File: config.mk
export PLATFORM = sky130hd
export DESIGN_NAME = matrix_frame_spi_tx
export DESIGN_NICKNAME = d
export VERILOG_FILES = /design/src/rtl/matrix_spi_pkg.sv /design/src/rtl/matrix_spi_tick.sv /design/src/rtl/matrix_frame_spi_tx.sv
export SDC_FILE = /design/constraint.sdc
export NUM_CORES = 1
export LEC_CHECK = 0
export BUFFER_PORTS_ARGS = -buffer_cell sky130_fd_sc_hd__buf_2
export CELL_PAD_IN_SITES_DETAIL_PLACEMENT = 0
export CELL_PAD_IN_SITES_GLOBAL_PLACEMENT = 2
export CORE_ASPECT_RATIO = 0.75
export CORE_UTILIZATION = 31
export DETAILED_ROUTE_END_ITERATION = 10
export PLACE_DENSITY = 0.73
export SLEW_MARGIN = 20
export SYNTH_ARGS = -nofsm -noshare
export SYNTH_HDL_FRONTEND = slang
export SYNTH_SLANG_ARGS = --single-unit
File: constraint.sdc
create_clock -name clk -period 2.2 [get_ports clk]
set_input_delay 0.22 -clock clk [delete_from_list [all_inputs] [get_ports clk]]
set_output_delay 0.22 -clock clk [all_outputs]
set_load 0.05 [all_outputs]
File: src/rtl/matrix_spi_pkg.sv
// Shared definitions for the LED matrix SPI frame transmitter:
// frame geometry, bit-counter width and the transmitter state encoding.
package matrix_spi_pkg;

  // 8 column-enable bits plus 8x8 row-off bits
  localparam int FRAME_BITS = 72;

  // Bit counter covers 0..FRAME_BITS-1 without wrapping
  localparam int BIT_CNT_W = 7;

  // Index of the final bit of a frame, in bit-counter width
  localparam logic [BIT_CNT_W-1:0] LAST_BIT = BIT_CNT_W'(FRAME_BITS - 1);

  typedef enum logic [1:0] {
    IDLE  = 2'd0,
    LOW   = 2'd1,
    HIGH  = 2'd2,
    TRAIL = 2'd3
  } spi_tx_state_t;

endpackage

File: src/rtl/matrix_spi_tick.sv
// Half-period timer for the SPI clock. Counts 0..CLK_DIV-1 and flags the
// last count with tick_o; clr_i restarts the count so every state entered
// by the transmitter lasts exactly CLK_DIV cycles.
module matrix_spi_tick #(
  parameter int CLK_DIV = 4
) (
  input  logic clk,
  input  logic reset,
  input  logic clr_i,
  output logic tick_o
);

  localparam int CNT_W = (CLK_DIV > 1) ? $clog2(CLK_DIV) : 1;
  localparam logic [CNT_W-1:0] CNT_LAST = CNT_W'(CLK_DIV - 1);

  logic [CNT_W-1:0] cnt_q;
  logic [CNT_W-1:0] cnt_d;

  // Next count: restart on clear or at the end of a half-period
  always_comb begin
    cnt_d = cnt_q;
    if (clr_i || (cnt_q == CNT_LAST)) begin
      cnt_d = '0;
    end else begin
      cnt_d = cnt_q + CNT_W'(1);
    end
  end

  // Count register with synchronous active-low reset
  always_ff @(posedge clk) begin
    if (!reset) begin
      cnt_q <= '0;
    end else begin
      cnt_q <= cnt_d;
    end
  end

  assign tick_o = (cnt_q == CNT_LAST);

endmodule

File: src/rtl/matrix_frame_spi_tx.sv
// SPI mode-0 transmitter for one 72-bit LED matrix frame. Raises load for
// the whole transfer, emits 72 sck pulses with data MSB first (data changes
// only on sck falling), holds a trailing low half-period and pulses done.
module matrix_frame_spi_tx
  import matrix_spi_pkg::*;
#(
  parameter int CLK_DIV = 4
) (
  input  logic                  clk,
  input  logic                  reset,
  input  logic                  start,
  input  logic [FRAME_BITS-1:0] frame,
  output logic                  busy,
  output logic                  done,
  output logic                  sck,
  output logic                  sdo,
  output logic                  load
);

  spi_tx_state_t         state_q, state_d;
  logic [FRAME_BITS-1:0] shift_q, shift_d;
  logic [BIT_CNT_W-1:0]  bit_cnt_q, bit_cnt_d;
  logic                  sck_q, sck_d;
  logic                  load_q, load_d;
  logic                  busy_q, busy_d;
  logic                  done_q, done_d;
  logic                  tick;
  logic                  tick_clr;

  // Timer is held cleared while idle so the first LOW phase is full length;
  // every other state change happens on a tick, where the count wraps anyway.
  assign tick_clr = (state_q == IDLE) || tick;

  matrix_spi_tick #(
    .CLK_DIV(CLK_DIV)
  ) u_tick (
    .clk   (clk),
    .reset (reset),
    .clr_i (tick_clr),
    .tick_o(tick)
  );

  // Next-state and output decode for the framing state machine
  always_comb begin
    state_d   = state_q;
    shift_d   = shift_q;
    bit_cnt_d = bit_cnt_q;
    sck_d     = sck_q;
    load_d    = load_q;
    busy_d    = busy_q;
    done_d    = 1'b0;

    unique case (state_q)
      IDLE: begin
        sck_d  = 1'b0;
        load_d = 1'b0;
        busy_d = 1'b0;
        if (start) begin
          shift_d   = frame;
          bit_cnt_d = '0;
          load_d    = 1'b1;
          busy_d    = 1'b1;
          state_d   = LOW;
        end
      end

      LOW: begin
        if (tick) begin
          sck_d   = 1'b1;
          state_d = HIGH;
        end
      end

      HIGH: begin
        if (tick) begin
          sck_d = 1'b0;
          if (bit_cnt_q == LAST_BIT) begin
            state_d = TRAIL;
          end else begin
            // Next bit appears on sdo together with the sck falling edge
            shift_d   = {shift_q[FRAME_BITS-2:0], 1'b0};
            bit_cnt_d = bit_cnt_q + BIT_CNT_W'(1);
            state_d   = LOW;
          end
        end
      end

      TRAIL: begin
        if (tick) begin
          // Clearing the shifter returns sdo to 0 for the idle line
          shift_d = '0;
          load_d  = 1'b0;
          busy_d  = 1'b0;
          done_d  = 1'b1;
          state_d = IDLE;
        end
      end

      default: begin
        state_d = IDLE;
      end
    endcase
  end

  // State, datapath and output registers; reset abandons any partial frame
  always_ff @(posedge clk) begin
    if (!reset) begin
      state_q   <= IDLE;
      shift_q   <= '0;
      bit_cnt_q <= '0;
      sck_q     <= 1'b0;
      load_q    <= 1'b0;
      busy_q    <= 1'b0;
      done_q    <= 1'b0;
    end else begin
      state_q   <= state_d;
      shift_q   <= shift_d;
      bit_cnt_q <= bit_cnt_d;
      sck_q     <= sck_d;
      load_q    <= load_d;
      busy_q    <= busy_d;
      done_q    <= done_d;
    end
  end

  assign sck  = sck_q;
  assign sdo  = shift_q[FRAME_BITS-1];
  assign load = load_q;
  assign busy = busy_q;
  assign done = done_q;

endmodule
=== Yosys cells after proc, flatten, opt, wreduce, memory -nomap -nowiden ===
Cells that the tools add are included.

* Reductions and logical operators: 14
* Bitwise logic cells: 1
* Muxes and demuxes: 21
* Add/subtract/negate cells: 2
* Eq/ne operators: 10

{| class="wikitable"
|+ Operator list
! operator !! count
|-
| $mux 72 || 4
|-
| $pmux 72 s3 || 1
|-
| $mux 7 || 3
|-
| $pmux 7 s2 || 1
|-
| $mux 2 || 5
|-
| $ne 2x2->1 const B || 5
|-
| $pmux 2 s4 || 1
|-
| $reduce_and 4->1 || 2
|-
| $add 7x1->7 const B || 1
|-
| $eq 7x7->1 const B || 1
|-
| $eq 2x2->1 const B || 3
|-
| $reduce_bool 3->1 || 2
|-
| $reduce_and 5->1 || 1
|-
| $mux 1 || 4
|-
| $reduce_and 2->1 || 2
|-
| $reduce_bool 2->1 || 2
|-
| $pmux 1 s3 || 1
|-
| $reduce_and 3->1 || 1
|-
| $add 2x1->2 const B || 1
|-
| $eq 2x1->1 const B || 1
|-
| $logic_not 2->1 || 1
|-
| $logic_or 1x1->1 || 2
|-
| $pmux 1 s2 || 1
|-
| $reduce_or 2->1 || 1
|-
| $not 1->1 || 1
|}

* Output and inout bits: 5
* Logic and storage cells: 55
* Register bits: 86
* Input port bits: 75

=== Longest topological paths before layout ===
* Depth in word-level cells: 4
* Gate-level depth with buffers: 9
* Mapped depth without buffers: 6

=== By module ===
A second synthesis with hierarchy kept.

* Cells, all modules: 492
* Area total of the unflattened synthesis: 4599.4 µm²

{| class="wikitable"
|+ Modules (own cells, without submodules)
! module !! cells each !! times used !! sequential area each (µm²) !! area an instance (µm²)
|-
| matrix_frame_spi_tx || 487 || 1 || 1681.6 || 4519.3
|-
| matrix_spi_tick || 5 || 1 || 40.0 || 80.1
|}

=== Worst setup path after synthesis ===
Ideal clock, no wire load.

* Kind: register to register
* Start point: register state_q[0]
* End point: register shift_q[71]
* Data required time: 2.119 ns
* Cell stages (with the launch flop): 10
* Clock period less this slack: 2.072 ns
* Setup time: 0.081 ns
* Buffers on the path: 3
* Arrival: 1.991 ns
* Setup slack: 0.128 ns
* Cell sequence: dfxtp_1 > inv_1 > ha_1 > buf_2 > nor2_1 > o221a_2 > buf_4 > clkbuf_1 > a21oi_1 > a211oi_2

* Cells in the longest elaborated chain, start to end: 3
* Elaborated cells on any way between the ends: 10
* Those cells by class: 6 x eq/ne; 1 x mux; 3 x reduce/logical

{| class="wikitable"
|+ Ends and longest elaborated chain
! item !! line !! RTL
|-
| start: declaration || matrix_frame_spi_tx.sv:20 || <nowiki>spi_tx_state_t state_q, state_d;</nowiki>
|-
| start signal: assignment || matrix_frame_spi_tx.sv:116 || <nowiki>state_q <= state_d;</nowiki>
|-
| $eq 2x2->1 / $logic_not 2->1 (equally long branches) || matrix_frame_spi_tx.sv:53 || <nowiki>unique case (state_q)</nowiki>
|-
| $ne 2x2->1 (no source line) / $reduce_bool 3->1 (equally long branches) || - ||
|-
| $reduce_and 5->1 (no source line) || - ||
|-
| end signal: assignment || matrix_frame_spi_tx.sv:117 || <nowiki>shift_q <= shift_d;</nowiki>
|-
| end: declaration || matrix_frame_spi_tx.sv:21 || <nowiki>logic [FRAME_BITS-1:0] shift_q, shift_d;</nowiki>
|}

Several ways; a longest one is shown, not always the timed one.
A chain may end at the register's enable or synchronous reset.

=== Final worst setup path ===
* Start point: register state_q[0]
* End point: register bit_cnt_q[3]

* Cells in the longest elaborated chain, start to end: 3
* Elaborated cells on any way between the ends: 8
* Those cells by class: 4 x eq/ne; 1 x mux; 3 x reduce/logical

{| class="wikitable"
|+ Ends and longest elaborated chain
! item !! line !! RTL
|-
| $eq 2x2->1 / $logic_not 2->1 (equally long branches) || matrix_frame_spi_tx.sv:53 ||
|-
| $ne 2x2->1 (no source line) / $reduce_bool 2->1 (equally long branches) || - ||
|-
| $reduce_and 4->1 (no source line) || - ||
|-
| end signal: assignment || matrix_frame_spi_tx.sv:118 || <nowiki>bit_cnt_q <= bit_cnt_d;</nowiki>
|-
| end: declaration || matrix_frame_spi_tx.sv:22 || <nowiki>logic [BIT_CNT_W-1:0] bit_cnt_q, bit_cnt_d;</nowiki>
|}

Several ways; a longest one is shown, not always the timed one.

==> flow_summary.toml <==
[run_status]
outcome = "finished, final reports clean"

[flow_run]
maxCapViolations = 0

[route]
antenna_left = 0
via_per_inst = 5.20
firstDrtPassIters = 4
drt_iter0_markers = 223
drt-total-wl_um = 11600
wl_per_cell_um = 15.8
dr_total_vias = 3830
drc = 0

[timing]
hold_viol = 0
holdWs_ns = 0.169
fin_tns_setup_ns = 0
maxSlewHeadroom = 0.528
fmax_mhz = 478
min_period_over_period = 0.951
worst_slew_pin_slew_ns = 0.708
rsz0062_at_grt = "no"
final-max-slew-violation-count = 0
final-setup-viol-count = 0
post-route-min-period_ns = 2.09
fin_skew_ns = 0.00704

[power_and_ir_drop]
pwr-share-seq = 0.318
p_clk_frac = 0.187
ir_drop_v = 0.000951
intPower_w = 0.00498
p_leak_nw = 2.00
swShare = 0.411
power_switching_w = 0.00348
powerDensity_nw_per_um2 = 1550
pwr-share-comb = 0.494

[synth]
yosysMostFrequentCell = "a21oi_1"
synthTopCellsByArea = "dfxtp_1 (38%), a211oi_2 (19%), a21oi_1 (15%), nor3b_1 (9.6%), clkbuf_1 (2.6%)"
synth-edff-count = 0
ys_types = 38
avgSynthCellArea_um2 = 9.39
synth_common_cells = "a21oi_1 (135), dfxtp_1 (86), a211oi_2 (70)"
synthArstFlopShare = 0
ys_seq_area_frac = 0.379
syn-num-nets = 567
syn_area_um2 = 4550
synth-main-ff-cell = "dfxtp_1"
synth.largest_area_cell = "dfxtp_1"
yosysWarnings = 0
synth_top_cell_area_share = 0.379
syn-instance-count = 484
ys_ff_latch = 86

[place]
port_buffers = 79
gp_congestion = 0.765
dp_hpwl_um = 7380

[cts]
post_cts_buffers = 0
clock-sinks = 86
cts.clk_slew.worst_paths_ns = 0.06
cts_tree = "yes"
cts-root-buf = "clkbuf_16"
ctsHoldBuffers = 0
cts_buffer_depth = 2
htreeDepth = 3
clk_latency_ns = 0.34
numCtsBuffers = 9

[worst_setup_path]
critical_path_class = "register to register"
cpMaxStageDelayCell = "dfxtp_1"
arrival_ns = 2.36
crit_path_max_incr_delay_ns = 0.40
crit_family = "simple AND/OR/NAND/NOR gates"
path_cells = "inv_1 > buf_4 > ha_1 > nor2b_1 > or2_2 > or4_1 > a21oi_1"
critPathMaxFanout = 7
worstSetupEndpointType = "register"
required_ns = 2.47
path_buf_inv = 2
critPathLaunchType = "register"

[die]
row_count = 37
ioPinCount = 80
dieArea_um2 = 15200
fp.coreArea_um2 = 14000
initial_utilization = 0.324
die_h_um = 107
die_x_um = 142

[global_route]
grt_first_pass_wirelength_um = 18700
gr-total-overflow = 0
grt_pass1_vias = 3662
grt_max_degree = 72
antenna_found_initial = 0
track_usage = 0.155

[cells_and_area]
nets = 621
area_delta_synth_final_pct = 19.8
drive_above_1_share = 0.354
antenna_cells = 0
nFillCells = 1422

[worst_hold_path]
min_path_type = "input port to register"
-- cell usage in the layout (no fill, tap or decap), types with 2 or more instances in the layout --
cell type  instances
a211oi_1           2
a211oi_2          70
a21oi_1          135
a22oi_1           13
buf_12             4
buf_2             79
buf_4             13
buf_6              4
bufinv_16          2
clkbuf_1           2
clkbuf_16          9
dfxtp_1           85
ha_1               6
inv_1              4
mux2i_1            2
nand2_1            3
nand3_1            3
nand4_1            3
nor2_1             7
nor3_1             3
nor3b_1           58
nor4_1             4
o21ai_0            5
or3_1              2
xnor2_1            3
-- through the flow --
step / area, um2 / total power, W / setup slack [ns] / util / std cells
2_1_floorplan: 4550 / 0.00612 / 0.128 / - / 484
3_3_place_gp: 5120 / 0.00676 / 0.160 / 0.365 / 722
3_5_place_dp: 5120 / 0.00689 / 0.0645 / 0.365 / 722
4_1_cts: 5430 / 0.00851 / 0.0546 / 0.387 / 737
5_1_grt: 5440 / 0.00905 / 0.0216 / 0.388 / 737
6_report: 5440 / 0.00846 / 0.108 / 0.388 / 737
-- final timing paths --
| kind | startpoint | endpoint | slack, ns | cells after the start |
|---|---|---|---|---|
| setup / recovery | state_q[0]$_SDFFE_PN0P_ | bit_cnt_q[3]$_SDFFE_PN0P_ | 0.11 | 7 |
| hold / removal | frame[0] | shift_q[0]$_SDFFE_PN0P_ | 0.17 | 3 |
| setup reg to reg | state_q[0]$_SDFFE_PN0P_ | bit_cnt_q[3]$_SDFFE_PN0P_ | 0.11 | 7 |
| hold reg to reg | u_tick.cnt_q[0]$_SDFF_PP0_ | u_tick.cnt_q[0]$_SDFF_PP0_ | 0.43 | 1 |
-- final cells by class --
type | instances | area [um2] | share of cell area
Multi-Input combinational cell | 336 | 2530 | 0.465
Sequential cell | 86 | 1720 | 0.316
Clock buffer | 11 | 233 | 0.0427
Tap cell | 195 | 244 | 0.0448
Clock inverter | 4 | 72.6 | 0.0133
Timing Repair Buffer | 100 | 618 | 0.114
Inverter | 5 | 21.3 | 0.00391
-- power by group through the flow --
| stage | clock [W] | sequential (W) | combinational (W) |
|---|---|---|---|
| after floorplan | 0 | 0.00266 | 0.00345 |
| after global placement | 0 | 0.00270 | 0.00406 |
| after detailed placement | 0 | 0.00271 | 0.00418 |
| after CTS | 0.00164 | 0.00268 | 0.00419 |
| after global routing | 0.00169 | 0.00278 | 0.00459 |
| final | 0.00159 | 0.00269 | 0.00418 |
-- state kept, by name, indices dropped and copies added, names as in the netlist --
signal / cells
sck: 1
state_q: 2
done: 1
busy: 1
bit_cnt_q: 7
shift_q: 72
u_tick.cnt_q: 2
-- kinds of logic after synthesis --
logic type,Yosys count,share of synthesized area
AND/OR/NAND/NOR,91,0.135
flip-flops,86,0.379
XOR/XNOR,3,0.00578
buffers and inverters,62,0.0688
AO/OA/AOI/OAI,232,0.385
multiplexers,2,0.00440
adder cells (fa/ha/maj),8,0.0220
-- what timing repair did --
action | in CTS | in global routing
gates resized for setup | 0 | 6
hold endpoints to repair | 0 | 0
setup endpoints to repair | 0 | 45
-- routing by layer --
metal	up-vias	global-route usage	routed length, um
met4	0	0.0392	91
met3	8	0.0362	446
li1	1933	-	-
met5	-	0	0
met2	63	0.235	5080
met1	1826	0.220	6030
-- worst register-to-register path, delay by kind of cell (launching register included) --
kind / cells / cell delay [ns]
AOI/OAI and AO/OA: 1 / 0.14
adders and majority gates: 1 / 0.27
buffers and inverters: 2 / 0.27
DFF: 1 / 0.40
and+or+nand+nor: 3 / 0.96
Power figures use the tool's default switching activity.
